==> config.mk <==
export PLATFORM = sky130hd
export DESIGN_NAME = program_memory_arbiter
export DESIGN_NICKNAME = d
export VERILOG_FILES = /design/src/rtl/program_memory_arbiter.sv
export SDC_FILE = /design/constraint.sdc
export NUM_CORES = 1
export LEC_CHECK = 0
export BUFFER_PORTS_ARGS = -buffer_cell sky130_fd_sc_hd__clkbuf_2
export CAP_MARGIN = 20
export CORE_UTILIZATION = 45
export CTS_BUF_LIST = sky130_fd_sc_hd__clkbuf_8
export DETAILED_ROUTE_END_ITERATION = 8
export PLACE_DENSITY_LB_ADDON = 0.1
export REMOVE_ABC_BUFFERS = 1
export SKIP_CTS_REPAIR_TIMING = 1
export SYNTH_ARGS = -nofsm -noshare
export SYNTH_HDL_FRONTEND = slang
export SYNTH_SLANG_ARGS = --single-unit
==> constraint.sdc <==
create_clock -name clk -period 3.2 [get_ports clk]
set_input_delay 0.16 -clock clk [delete_from_list [all_inputs] [get_ports clk]]
set_output_delay 0.16 -clock clk [all_outputs]
set_load 0.05 [all_outputs]
==> src/rtl/program_memory_arbiter.sv <==
// program_memory_arbiter: shares one async-read program ROM port between fetch (F) and data/debug (D) requesters.
//   Ports: clk, reset (sync, active-high); per requester x in {f,d}: x_req/x_addr in, x_gnt out (combinational),
//   x_rvalid/x_rdata/x_rerr out (registered), x_rready in; rom_addr out (word index), rom_data in.
//   Config: define PM_ARB_ROUND_ROBIN_EN for round-robin tie-break; default is fixed F>D with starvation limit.
module program_memory_arbiter #(
  parameter int MEMORY_DEPTH = 32,
  parameter int DATA_WIDTH   = 32,
  parameter int ROM_AW       = 5,
  parameter int STARVE_LIMIT = 4
) (
  input  logic                  clk,
  input  logic                  reset,
  input  logic                  f_req,
  input  logic [DATA_WIDTH-1:0] f_addr,
  output logic                  f_gnt,
  output logic                  f_rvalid,
  output logic [DATA_WIDTH-1:0] f_rdata,
  output logic                  f_rerr,
  input  logic                  f_rready,
  input  logic                  d_req,
  input  logic [DATA_WIDTH-1:0] d_addr,
  output logic                  d_gnt,
  output logic                  d_rvalid,
  output logic [DATA_WIDTH-1:0] d_rdata,
  output logic                  d_rerr,
  input  logic                  d_rready,
  output logic [ROM_AW-1:0]     rom_addr,
  input  logic [DATA_WIDTH-1:0] rom_data
);
  typedef enum logic [1:0] {IDLE, RESP_F, RESP_D} state_t;
  state_t state_q, state_d;
  logic accept, pick_d, oor, err;
  logic [DATA_WIDTH-1:0] sel_addr, word;
  logic [DATA_WIDTH-1:0] f_rdata_q, f_rdata_d, d_rdata_q, d_rdata_d;
  logic f_rerr_q, f_rerr_d, d_rerr_q, d_rerr_d;
`ifdef PM_ARB_ROUND_ROBIN_EN
  logic rr_last_q, rr_last_d;
`else
  localparam int SW = $clog2(STARVE_LIMIT + 1);
  logic [SW-1:0] starve_q, starve_d;
`endif
  always_comb begin
    // a new request is taken only when no response is held, or the held one leaves this cycle
    accept = !reset && (state_q == IDLE || (state_q == RESP_F && f_rready) || (state_q == RESP_D && d_rready));
`ifdef PM_ARB_ROUND_ROBIN_EN
    pick_d = d_req && (!f_req || !rr_last_q);
    rr_last_d = d_gnt ? 1'b1 : f_gnt ? 1'b0 : rr_last_q;
`else
    pick_d = d_req && (!f_req || starve_q == SW'(STARVE_LIMIT));
`endif
    d_gnt = accept && pick_d;
    f_gnt = accept && f_req && !pick_d;
`ifndef PM_ARB_ROUND_ROBIN_EN
    // D lost only if it was eligible, which means F took the slot
    starve_d = (!d_req || d_gnt) ? '0 : (f_gnt && starve_q != SW'(STARVE_LIMIT)) ? starve_q + SW'(1) : starve_q;
`endif
    sel_addr = d_gnt ? d_addr : f_gnt ? f_addr : '0;
    rom_addr = sel_addr[ROM_AW+1:2];
    oor = sel_addr[DATA_WIDTH-1:2] >= (DATA_WIDTH-2)'(MEMORY_DEPTH);
    err = oor || (sel_addr[1:0] != 2'b00);
    word = oor ? '0 : rom_data;
    state_d = f_gnt ? RESP_F : d_gnt ? RESP_D : accept ? IDLE : state_q;
    f_rdata_d = f_gnt ? word : f_rdata_q;
    f_rerr_d = f_gnt ? err : f_rerr_q;
    d_rdata_d = d_gnt ? word : d_rdata_q;
    d_rerr_d = d_gnt ? err : d_rerr_q;
  end
  always_ff @(posedge clk) begin
    if (reset) begin
      state_q <= IDLE;
      f_rdata_q <= '0;
      f_rerr_q <= 1'b0;
      d_rdata_q <= '0;
      d_rerr_q <= 1'b0;
`ifdef PM_ARB_ROUND_ROBIN_EN
      rr_last_q <= 1'b1;
`else
      starve_q <= '0;
`endif
    end else begin
      state_q <= state_d;
      f_rdata_q <= f_rdata_d;
      f_rerr_q <= f_rerr_d;
      d_rdata_q <= d_rdata_d;
      d_rerr_q <= d_rerr_d;
`ifdef PM_ARB_ROUND_ROBIN_EN
      rr_last_q <= rr_last_d;
`else
      starve_q <= starve_d;
`endif
    end
  end
  assign f_rvalid = state_q == RESP_F;
  assign d_rvalid = state_q == RESP_D;
  assign f_rdata = f_rdata_q;
  assign f_rerr = f_rerr_q;
  assign d_rdata = d_rdata_q;
  assign d_rerr = d_rerr_q;
endmodule
# ---- After elaboration in Yosys (flattened, before gate mapping)
# Index checks and enable logic that the tools add are counted.
dict set report word_totals {
  input_bits 102
  word_cells 42
  register_bits 71
  out_inout_bits 75
}
dict set report classes {
  eq_ne 4
  muxes 6
  magnitude_cmp 1
  reduce_logical 23
  n_addsub 1
}
# operator n
set op_table {}
lappend op_table {{$mux W32} 3}
lappend op_table {{$ge A30 B6 Y1 const B} 1}
lappend op_table {{$logic_and A1 B1 Y1} 8}
lappend op_table {{$logic_or A1 B1 Y1} 5}
lappend op_table {{$logic_not A1 Y1} 4}
lappend op_table {{$mux W2} 2}
lappend op_table {{$reduce_bool A2 Y1} 2}
lappend op_table {{$reduce_or A2 Y1} 2}
lappend op_table {{$add A3 B1 Y3 const B} 1}
lappend op_table {{$eq A3 B3 Y1 const B} 1}
lappend op_table {{$ne A3 B3 Y1 const B} 1}
lappend op_table {{$reduce_bool A3 Y1} 1}
lappend op_table {{$eq A2 B1 Y1 const B} 1}
lappend op_table {{$eq A2 B2 Y1 const B} 1}
lappend op_table {{$logic_not A2 Y1} 1}
lappend op_table {{$mux W1} 1}

# ---- Longest topological paths before layout
# Gate-level depths: netlist of the first run.
dict set report depth {
  depth_word 11
  ltp_mapped 9
  depth_no_buf 8
}

# ---- Worst setup path before layout of the first run
# No wires, ideal clock.
dict set report synth_path {
  path_kind {register to output}
  start {reg state_q[1]}
  end {out rom_addr[0]}
  path_slack_ns 1.212
  path_stages_with_launch 7
  arrival_ns 1.828
  required_time_ns 3.040
  path_buffers 2
  path_cell_list {dfxtp_1 -> nor2b_1 -> o21ai_2 -> and4_1 -> buf_2 -> buf_2 -> a22o_1}
}
dict set report synth_between {
  elab_chain_cells 9
  word_cells_on_any_way 13
  cone_classes {eq/ne: 2; mux: 2; reduce/logical: 9}
}
# element line_no
set synth_rtl {}
lappend synth_rtl {{start, declared} 31} ;# state_t state_q, state_d;
lappend synth_rtl {{start signal, assigned} 81} ;# state_q <= state_d;
lappend synth_rtl {{$eq A2 B1 Y1} 44} ;# accept = !reset && (state_q == IDLE || (state_q == RESP_F && f_rready) || (state_q == RESP_D && d_rready));
lappend synth_rtl {{$logic_and A1 B1 Y1} 44}
lappend synth_rtl {{$logic_or A1 B1 Y1} 44}
lappend synth_rtl {{$logic_or A1 B1 Y1 *} 44}
lappend synth_rtl {{$logic_and A1 B1 Y1 *} 44}
lappend synth_rtl {{$logic_and A1 B1 Y1 * (2 in a row)} 52} ;# f_gnt = accept && f_req && !pick_d;
lappend synth_rtl {{via f_gnt} 15} ;# output logic f_gnt,
lappend synth_rtl {{$mux W32 * (2 in a row)} 57} ;# sel_addr = d_gnt ? d_addr : f_gnt ? f_addr : '0;
lappend synth_rtl {{end, declared} 27} ;# output logic [ROM_AW-1:0] rom_addr,
# Mark *: on every way through the listed nets, which the timed path passes. The rest lies on a longest branch.

# ---- Worst setup path after layout of the first run
dict set report layout_path {
  start {reg state_q[1]}
  end {out rom_addr[4]}
}
dict set report layout_between {
  elab_chain_cells 9
  word_cells_on_any_way 13
  cone_classes {eq/ne: 2; mux: 2; reduce/logical: 9}
}
# element line_no
set layout_rtl {}
lappend layout_rtl {{$eq A2 B1 Y1} 44}
lappend layout_rtl {{$logic_and A1 B1 Y1} 44}
lappend layout_rtl {{$logic_or A1 B1 Y1} 44}
lappend layout_rtl {{$logic_or A1 B1 Y1 *} 44}
lappend layout_rtl {{$logic_and A1 B1 Y1 *} 44}
lappend layout_rtl {{$logic_and A1 B1 Y1 (2 in a row)} 52}
lappend layout_rtl {{$mux W32} 57}
lappend layout_rtl {{$mux W32 *} 57}
# Mark *: on every way between the ends. The rest lies on a longest branch, timed or not.

==> results of run 1 <==
==> final timing paths <==
path                                               start                       end
worst max-delay path             state_q[1]$_SDFFE_PP0P_               rom_addr[4]
worst min-delay path                        rom_data[13]  d_rdata[13]$_SDFFE_PP0P_
worst max register to register  starve_q[0]$_SDFFE_PP0P_   f_rdata[7]$_SDFFE_PP0N_
worst min register to register  f_rdata[17]$_SDFFE_PP0N_  f_rdata[17]$_SDFFE_PP0N_
==> state kept, by name, summed over array words and instances, names as in the netlist <==
| name | count |
|---|---|
| d_rdata | 32 |
| f_rdata | 32 |
| starve_q | 3 |
| state_q | 2 |
| d_rerr | 1 |
| f_rerr | 1 |
==> metal layers <==
layer	share of wire	wire length, um
met5	0	0
met4	0.016	123
met3	0.088	677
met2	0.50	3858
met1	0.40	3064
==> stage by stage <==
stage / instances / hold slack, ns
global placement: 484 / 0.3926
CTS: 500 / 0.03582
floorplan: 231 / 0.2324
detailed placement: 484 / 0.3965
finish: 500 / 0.03826
global route: 500 / 0.03288
==> worst max-delay path, delay by kind of cell, from the launching register on <==
| family | cells | cell delay, ns |
|---|---|---|
| AOI/OAI and AO/OA | 2 | 0.53 |
| buffers and inverters | 2 | 0.69 |
| DFF | 1 | 0.34 |
| and+or+nand+nor | 2 | 0.43 |
==> power by group through the flow <==
stage / clock network (uW) / logic (uW) / registers [uW]
after floorplan: 0 / 74.3 / 919
after global placement: 0 / 176 / 911
after detailed placement: 0 / 179 / 911
after CTS: 803 / 180 / 891
after global routing: 848 / 194 / 891
final: 797 / 179 / 890
==> cells in the final DEF, fill, tap and decap left out, drive strengths merged, types with 3 or more instances in the layout <==
master / netlist / routed
a22o: 37 / 37
a21oi: 4 / 4
inv: 3 / 4
nand3: 37 / 37
buf: 16 / 5
dfxtp: 71 / 71
nor3: 3 / 3
o2bb2ai: 32 / 32
nand2: 4 / 4
nor2b: 4 / 4
clkbuf: 4 / 186
nor2: 8 / 8
clkinv: 1 / 3
nor4: 10 / 10
==> kinds of logic after synthesis <==
| logic type | after synthesis | share of synthesized area |
|---|---|---|
| mux | 1 | 0.003678 |
| xor+xnor | 2 | 0.006438 |
| simple gates | 71 | 0.1467 |
| flops | 71 | 0.5223 |
| compound gates | 80 | 0.2648 |
| fa+ha+maj | 2 | 0.009194 |
| buf+inv | 24 | 0.04689 |
==> cell type report <==
class | count | area (sq um)
Clock buffer | 10 | 137.6
Clock inverter | 6 | 85.08
Fill cell | 466 | 1794
Multi-Input combinational cell | 156 | 1201
Sequential cell | 71 | 1421
Timing Repair Buffer | 181 | 930.9
Tap cell | 72 | 90.09
Inverter | 4 | 15.01
==> impl_results.md, run 1 <==
* Status: finished clean
* DIE AREA at between 6000 and 7000 sq um
* N_diodes at 0
* CTS Buf Count at 9
* Sw Share at 0.2419
* Largest net degree at the start of global routing at 42
* DRC at 0
* Max H-tree Level at 3
* Fin crit share at 0.7790
* Aggregate routed wire length at 7.723 mm
* Reg power frac at 0.477
* Share of the synthesized area in the top cell type at 0.5223
* Critical path arrival at 2.33 ns
* Most frequent cell after synthesis: dfxtp_1
* Clock network power share at 0.427
* Crit path required time at around 3.0 ns
* Post-synth top cells: dfxtp_1 (71), a22o_1 (37), nand3_1 (36)
* RSZ-0062 raised after global routing: false
* Post-layout total power at about 1900 uW
* R2R depth at 9
* Routability Congestion at 0.7661
* Ports at 177
* Share of cells above drive strength 1 at 0.4977
* Initial DRC count at 85
* TritonCTS clock tree: done
* Overflow after GRT at 0
* Clock sinks at between 70 and 80
* Async set-reset flop share out of synthesis at 0
* Sequential share of the synthesized area at 0.5223
* Slowest cell on the critical path: buf_4
* Number of vias in the routed layout at around 2.7k
* Final net count at 527
* Layer with the highest usage: met2
* CP max FO at 41
* Reg clk slew, reported paths at around 0.08 ns
* Post-Syn Area at around 2700 sq um
* GRT met3 Usage at 0.08457
* Core area at between 5000 and 6000 sq um
* Leakage at 0.001783 uW
* Leading area contributor after synthesis: dfxtp_1
* Net switching power figure at between 400 and 500 uW
* Worst-skew pair later-pin latency at around 0.35 ns
* Number of flops mapped to enable cells by yosys at 0
* Cell breakdown of the critical path: nor2b_1 > o21ai_2 > and4_1 > buf_4 > a22o_1 > clkbuf_2
* Die width at between 70 and 80 um
* Global-route wire length before repair at 11.95 mm
* Remaining antenna violation count at 0
* Pwr/cell area at approximately 480 nW/um^2
* Layout area overhead at 42.62%
* Worst Setup Start Kind: flip-flop
* Fin. max-slew vios at 0
* Hold path depth at 2
* CP endpoint kind: output pin
* Synth top area cells: dfxtp_1 (52%), a22o_1 (12%), o2bb2ai_1 (8.4%)
* DR pass1 iterations at 6
* Core Util, Final at 0.6839
* Worst slew pin tran at between 0.9 and 1 ns
* Final setup margin at 0.7071 ns
* Fmax achieved at between 400 and 500 MHz
* Syn avg cell area at 10.84 sq um
* Setup WS pre-CTS at 0.9173 ns
* Gr usage total at 0.2483
* Layout Skew at ~0.0081 ns
* Post-synth cell types at 36
* Antenna violations before repair at 0
* Period minus WS final at 2.493 ns
* Internal at between 1000 and 1500 uW
* Hold violation total from the final report at 0
* Seq cells post-synth at 71
* Post-Syn Instances at 251
* Root Driver: clkbuf_8
* DR WL/cell at 15.45 um
* # Max-Cap Violations at 0
* Reg2reg setup slack at around 0.93 ns
* Vias/cell at roughly 5.4
* Synth warnings at 0
* Peak VDD IR at around 0.00037 V
* Post-DP Area at about 3700 sq um
* Starting Density at 0.4795
* Vias in the first global route at 2571
* Synth Flop Type: dfxtp_1
* Class of the worst hold path: in -> reg
* DIE HEIGHT at around 80 um
* # rows at 27
* Global-route met1 utilization at 0.2770
* Final Cell Area at approximately 3900 sq um
* Met2 Usage GRT at 0.4308
* Final setup viols at 0
* Clock Tree Buf Depth at 2
* Crit path largest cell delay at slightly above 0.4 ns
* Setup TNS Final at 0 ns
* DP HPWL at 5.582 mm
* Rel. slew slack at 0.3809
* Combinational Power Share at 0.096
* Critical path type: reg -> out
* PortBufs at ~180
No activity file was read; power rests on OpenSTA's default activity.
==> run 2: changes to the inputs <==
- CORE_UTILIZATION: 45 -> 39
- clock period: 3.2 -> 2.1 ns (I/O delays scaled with it)
==> impl_results.md, run 2 (synthesis results as in run 1) <==
* Peak VDD IR at 0.0004734 V (+26%)
* Min Hold Slack at 0.007745 ns (-0.03051 ns)
* # Max-Cap Violations at 0 (unchanged)
* Aggregate routed wire length at 8.104 mm (+4.9%)
* Commonest non-fill, non-tap cell in the layout: clkbuf_2
* Core area at 6756 sq um (+19%)
* DP HPWL at 5.949 mm (+6.6%)
* Fin crit share at 0.9534
* Final net count at 541 (+2.7%)
* DIE AREA at 7316 sq um (+15%)
* Antenna violations before repair at 0 (unchanged)
* Critical path type: reg -> out
* Layout Skew at 0.004866 ns (-0.003254 ns)
* Worst Setup Start Kind: flip-flop
* DR pass1 iterations at 4 (-2)
* Share of cells above drive strength 1 at 0.5317 (+0.03401)
* Layout area overhead at 54.53%
* DR WL/cell at 15.52 um (+0.51%)
* Max H-tree Level at 3 (unchanged)
* Vias/cell at 5.241 (-2.4%)
* Fmax achieved at about 500 MHz
* Clock sinks at 71 (unchanged)
* Vias in the first global route at 2517 (-2.1%)
* DRC at 0 (unchanged)
* Worst-skew pair later-pin latency at 0.33 ns (-0.02 ns)
* Ports at 177 (unchanged)
* CP endpoint kind: output pin
* # fillers at 600 (+29%)
* Post-Layout Cell Count at 522 (+4.4%)
* Period minus WS final at roughly 2 ns
* Root Driver: clkbuf_8
* Remaining antenna violation count at 0 (unchanged)
* Final setup viols at 0 (unchanged)
* Hold violation total from the final report at 0 (unchanged)
* Placed cell count at 498 (+2.9%)
* Most frequent cells in the layout: clkbuf_2 (170), dfxtp_1 (69), nand3_1 (36), a22o_1 (32), o2bb2ai_1 (26)
* Clock Tree Buf Depth at 2 (unchanged)
* Number of vias in the routed layout at 2736 (+1.9%)
* # rows at 30 (+11%)
* Die width at 85.54 um (+7.2%)
* N_diodes at 0 (unchanged)
* Starting Density at 0.4028 (-0.07672)
* Class of the worst hold path: in -> reg
* Reg clk slew, reported paths at 0.07 ns (about the same)
* Worst slew pin tran at 0.8284 ns (-0.09816 ns)
* Critical path arrival at 1.90 ns (-0.43 ns)
* CTS Buf Count at 9 (unchanged)
* Initial DRC count at 69 (-19%)
* Gr usage total at 0.2240 (-0.02431)
* Leakage at 0.001917 uW (+7.5%)
* Post-layout total power at 2934 uW (+57%)
* Global-route wire length before repair at 12.47 mm (+4.3%)
* CP max FO at 7 (-83%)
* Fin. max-slew vios at 0 (unchanged)
* DIE HEIGHT at 85.54 um (+7.2%)
* Setup TNS Final at 0 ns (unchanged)
* Rel. slew slack at 0.4464 (+0.06551)
* Crit path required time at 2.00 ns (-1.04 ns)
* PortBufs at 176 (unchanged)
* Status: finished clean
* Routability Congestion at 0.7384 (-3.6%)
* Pwr/cell area at 697.7 nW/um^2 (+45%)
* TritonCTS clock tree: done
* Largest net degree at the start of global routing at 34 (-19%)
* Overflow after GRT at 0 (unchanged)
[run 2: final timing paths]
| check | depth (start not counted) | startpoint | slack (ns) | end |
|---|---|---|---|---|
| hold reg to reg | 1 | f_rdata[6]$_SDFFE_PP0N_ | 0.46 | f_rdata[6]$_SDFFE_PP0N_ |
| hold / removal | 2 | rom_data[26] | 0.008 | d_rdata[26]$_SDFFE_PP0P_ |
| setup / recovery | 9 | starve_q[0]$_SDFFE_PP0P_ | 0.1 | rom_addr[0] |
| setup reg to reg | 9 | starve_q[0]$_SDFFE_PP0P_ | 0.18 | f_rdata[13]$_SDFFE_PP0N_ |
[run 2: power breakdown]
| group | switching, uW | internal, uW | leakage, uW | total, uW |
|---|---|---|---|---|
| registers | 5.44 | 1350 | 0.000574 | 1360 |
| logic | 184 | 159 | 0.00123 | 344 |
| clock network | 501 | 732 | 0.000112 | 1230 |
[run 2: stage by stage]
| stage | area (sq um) | utilization | worst slack [ns] |
|---|---|---|---|
| final | 4205 | 0.6224 | 0.09783 |
| after global placement | 3820 | 0.5654 | 0.07529 |
| after floorplan | 2609 | - | -0.8089 |
| after CTS | 4051 | 0.5996 | -0.1619 |
| after global routing | 4205 | 0.6224 | -0.02149 |
| after detailed placement | 3820 | 0.5654 | -0.01856 |
[run 2: worst max-delay path, cell delays in order (launching register included)]
cell      delay [ns]
dfxtp_2         0.33
inv_1           0.06
ha_2            0.19
a21boi_2        0.21
nor2b_4         0.07
nand3_2         0.09
inv_2           0.06
buf_6           0.13
a22o_4          0.27
buf_12          0.15
[run 2: per-layer routing]
| layer | part of all wire | up-vias | track usage |
|---|---|---|---|
| li1 | - | 1346 | - |
| met1 | 0.41 | 1254 | 0.2702 |
| met2 | 0.50 | 129 | 0.3898 |
| met3 | 0.073 | 7 | 0.06449 |
| met4 | 0.0093 | 0 | 0.06364 |
| met5 | 0 | - | 0 |
[run 2: cell type report]
cell class | count | area (sq um) | share of cell area
Sequential cell | 71 | 1424 | 0.3386
Tap cell | 80 | 100.1 | 0.02380
Multi-Input combinational cell | 156 | 1266 | 0.3011
Clock buffer | 11 | 151.4 | 0.03600
Timing Repair Buffer | 195 | 1169 | 0.2779
Inverter | 4 | 15.01 | 0.003570
Clock inverter | 5 | 80.08 | 0.01904
==> run 3: changes to the inputs <==
- BUFFER_PORTS_ARGS: -buffer_cell sky130_fd_sc_hd__clkbuf_2 -> unset
- CORE_ASPECT_RATIO: unset -> 2
- CORE_UTILIZATION: 39 -> 45
- DONT_BUFFER_PORTS: unset -> 1
==> impl_results.md, run 3 (synthesis results as in run 1) <==
* DR pass1 iterations at 7 (+3)
* DR WL/cell at 21.88 um (+41%)
* DIE HEIGHT at 112.0 um (+31%)
* Root Driver: clkbuf_8
* Number of vias in the routed layout at 2275 (-17%)
* Worst Setup Start Kind: flip-flop
* Class of the worst hold path: in -> reg
* Share of cells above drive strength 1 at 0.1941 (-0.3376)
* Failing checks: DRC
* Antenna violations before repair at 0 (unchanged)
* Initial DRC count at 87 (+26%)
* Critical path arrival at 1.87 ns (-0.03 ns)
* TritonCTS clock tree: done
* CP endpoint kind: output pin
* Clock sinks at 71 (unchanged)
* Die width at 56.99 um (-33%)
* CP max FO at 8 (+1)
* Crit path launch: starve_q[0]$_SDFFE_PP0P_
* Remaining antenna violation count at 0 (unchanged)
* Hold violation total from the final report at 0 (unchanged)
* Fin. max-slew vios at 0 (unchanged)
* CTS Buf Count at 9 (unchanged)
* Rel. slew slack at 0.4448 (-0.001645)
* Crit path largest cell delay at 0.34 ns (about the same)
* Register area at 1423 sq um (about the same)
* Routability Congestion at 0.7668 (+3.8%)
* Vias in the first global route at 2192 (-13%)
* Overflow after GRT at 0 (unchanged)
* DRC at 30 (+30)
* Commonest non-fill, non-tap cell in the layout: dfxtp_1
* Period minus WS final at 1.970 ns (-0.03212 ns)
* Peak VDD IR at 0.0005750 V (+21%)
* Starting Density at 0.4726 (+0.06984)
* Core area at 5758 sq um (-15%)
* Status: finished, violations left
* Leakage at 0.001296 uW (-32%)
* Vias/cell at 6.233 (+19%)
* # rows at 39 (+30%)
* Gr usage total at 0.2462 (+0.02223)
* # Max-Cap Violations at 0 (unchanged)
* Reg clk slew, reported paths at 0.08 ns (about the same)
* Ports at 177 (unchanged)
* Post-layout total power at 3043 uW (+3.7%)
* Most frequent cells in the layout: dfxtp_1 (70), nand3_1 (36), a22o_1 (36), dlygate4sd3_1 (36), o2bb2ai_1 (26)
* Fmax achieved at 507.6 MHz (+1.6%)
* Clock Tree Buf Depth at 2 (unchanged)
* Cell breakdown of the critical path: inv_1 > ha_1 > a21boi_2 > nor2b_4 > nand3_4 > inv_4 > a22o_1 > buf_12
* PortBufs at 0 (-100%)
* Fin crit share at 0.9381 (-0.01530)
* Critical path type: reg -> out
* Final setup viols at 0 (unchanged)
* N_diodes at 0 (unchanged)
* Crit path required time at 2.00 ns (about the same)
* FF-to-FF Start: starve_q[0]$_SDFFE_PP0P_
* DIE AREA at 6381 sq um (-13%)
* Pwr/cell area at 845.9 nW/um^2 (+21%)
* Max H-tree Level at 3 (unchanged)
* Final setup margin at 0.1300 ns (+0.03212 ns)
* Layout Skew at 0.006945 ns (+0.002079 ns)
* DP HPWL at 5.600 mm (-5.9%)
* Worst slew pin tran at 0.8309 ns (+0.002462 ns)
* RSZ-0062 raised after global routing: false
* Aggregate routed wire length at 7.987 mm (-1.4%)
* Worst-skew pair later-pin latency at 0.35 ns (+0.02 ns)
* Min-delay src: f_rready
* Global-route wire length before repair at 11.63 mm (-6.8%)
* Final net count at 403 (-26%)
* Largest net degree at the start of global routing at 34 (unchanged)
* Multi-input gate area at 1229 sq um (-3.0%)
* Layout area overhead at 32.18%
* Min Hold Slack at 0.03270 ns (+0.02496 ns)
* Setup TNS Final at 0 ns (unchanged)
* Slowest cell on the critical path: dfxtp_1
* Setup WS pre-CTS at 0.1557 ns (+0.1743 ns)
* # fillers at 486 (-19%)
==> run 3: final cells by class <==
cell class                 count  share of cell area
sequential                    71              0.3955
timing repair buffer          57              0.1649
inverter                       4            0.004870
multi-input combinational    156              0.3416
clock inverter                 7             0.03757
tap                           61             0.02122
clock buffer                   9             0.03443
==> run 3: critical path, delay by kind of cell (launching register included) <==
kind | cells | cell delay (ns)
AOI/OAI and AO/OA | 2 | 0.49
buffers and inverters | 3 | 0.29
adders and majority gates | 1 | 0.22
DFF | 1 | 0.34
and+or+nand+nor | 2 | 0.17
==> run 3: routing by layer <==
metal | vias to the layer above | global-route usage | share of wire
met4 | 0 | 0.1138 | 0.020
met2 | 109 | 0.4329 | 0.55
li1 | 1063 | - | -
met5 | - | 0 | 0
met1 | 1092 | 0.2643 | 0.37
met3 | 11 | 0.06969 | 0.060
==> run 3: through the flow <==
stage	instance area, sq um	utilization	cells
global route	3597	0.6247	365
global placement	2938	0.5102	312
floorplan	2609	-	231
CTS	3197	0.5552	328
detailed placement	2938	0.5102	312
finish	3597	0.6247	365
==> run 3: final timing paths <==
path	to	slack, ns	cells past startpoint
worst min register to register	starve_q[1]$_SDFFE_PP0P_	0.52	2
worst min-delay path	state_q[0]$_SDFFE_PP0P_	0.03	2
worst max register to register	f_rdata[14]$_SDFFE_PP0N_	0.25	6
worst max-delay path	rom_addr[2]	0.13	8
==> run 3: power by group <==
part / switching, uW / internal, uW
sequential: 19.4 / 1350
clock: 508 / 902
combinational: 142 / 118
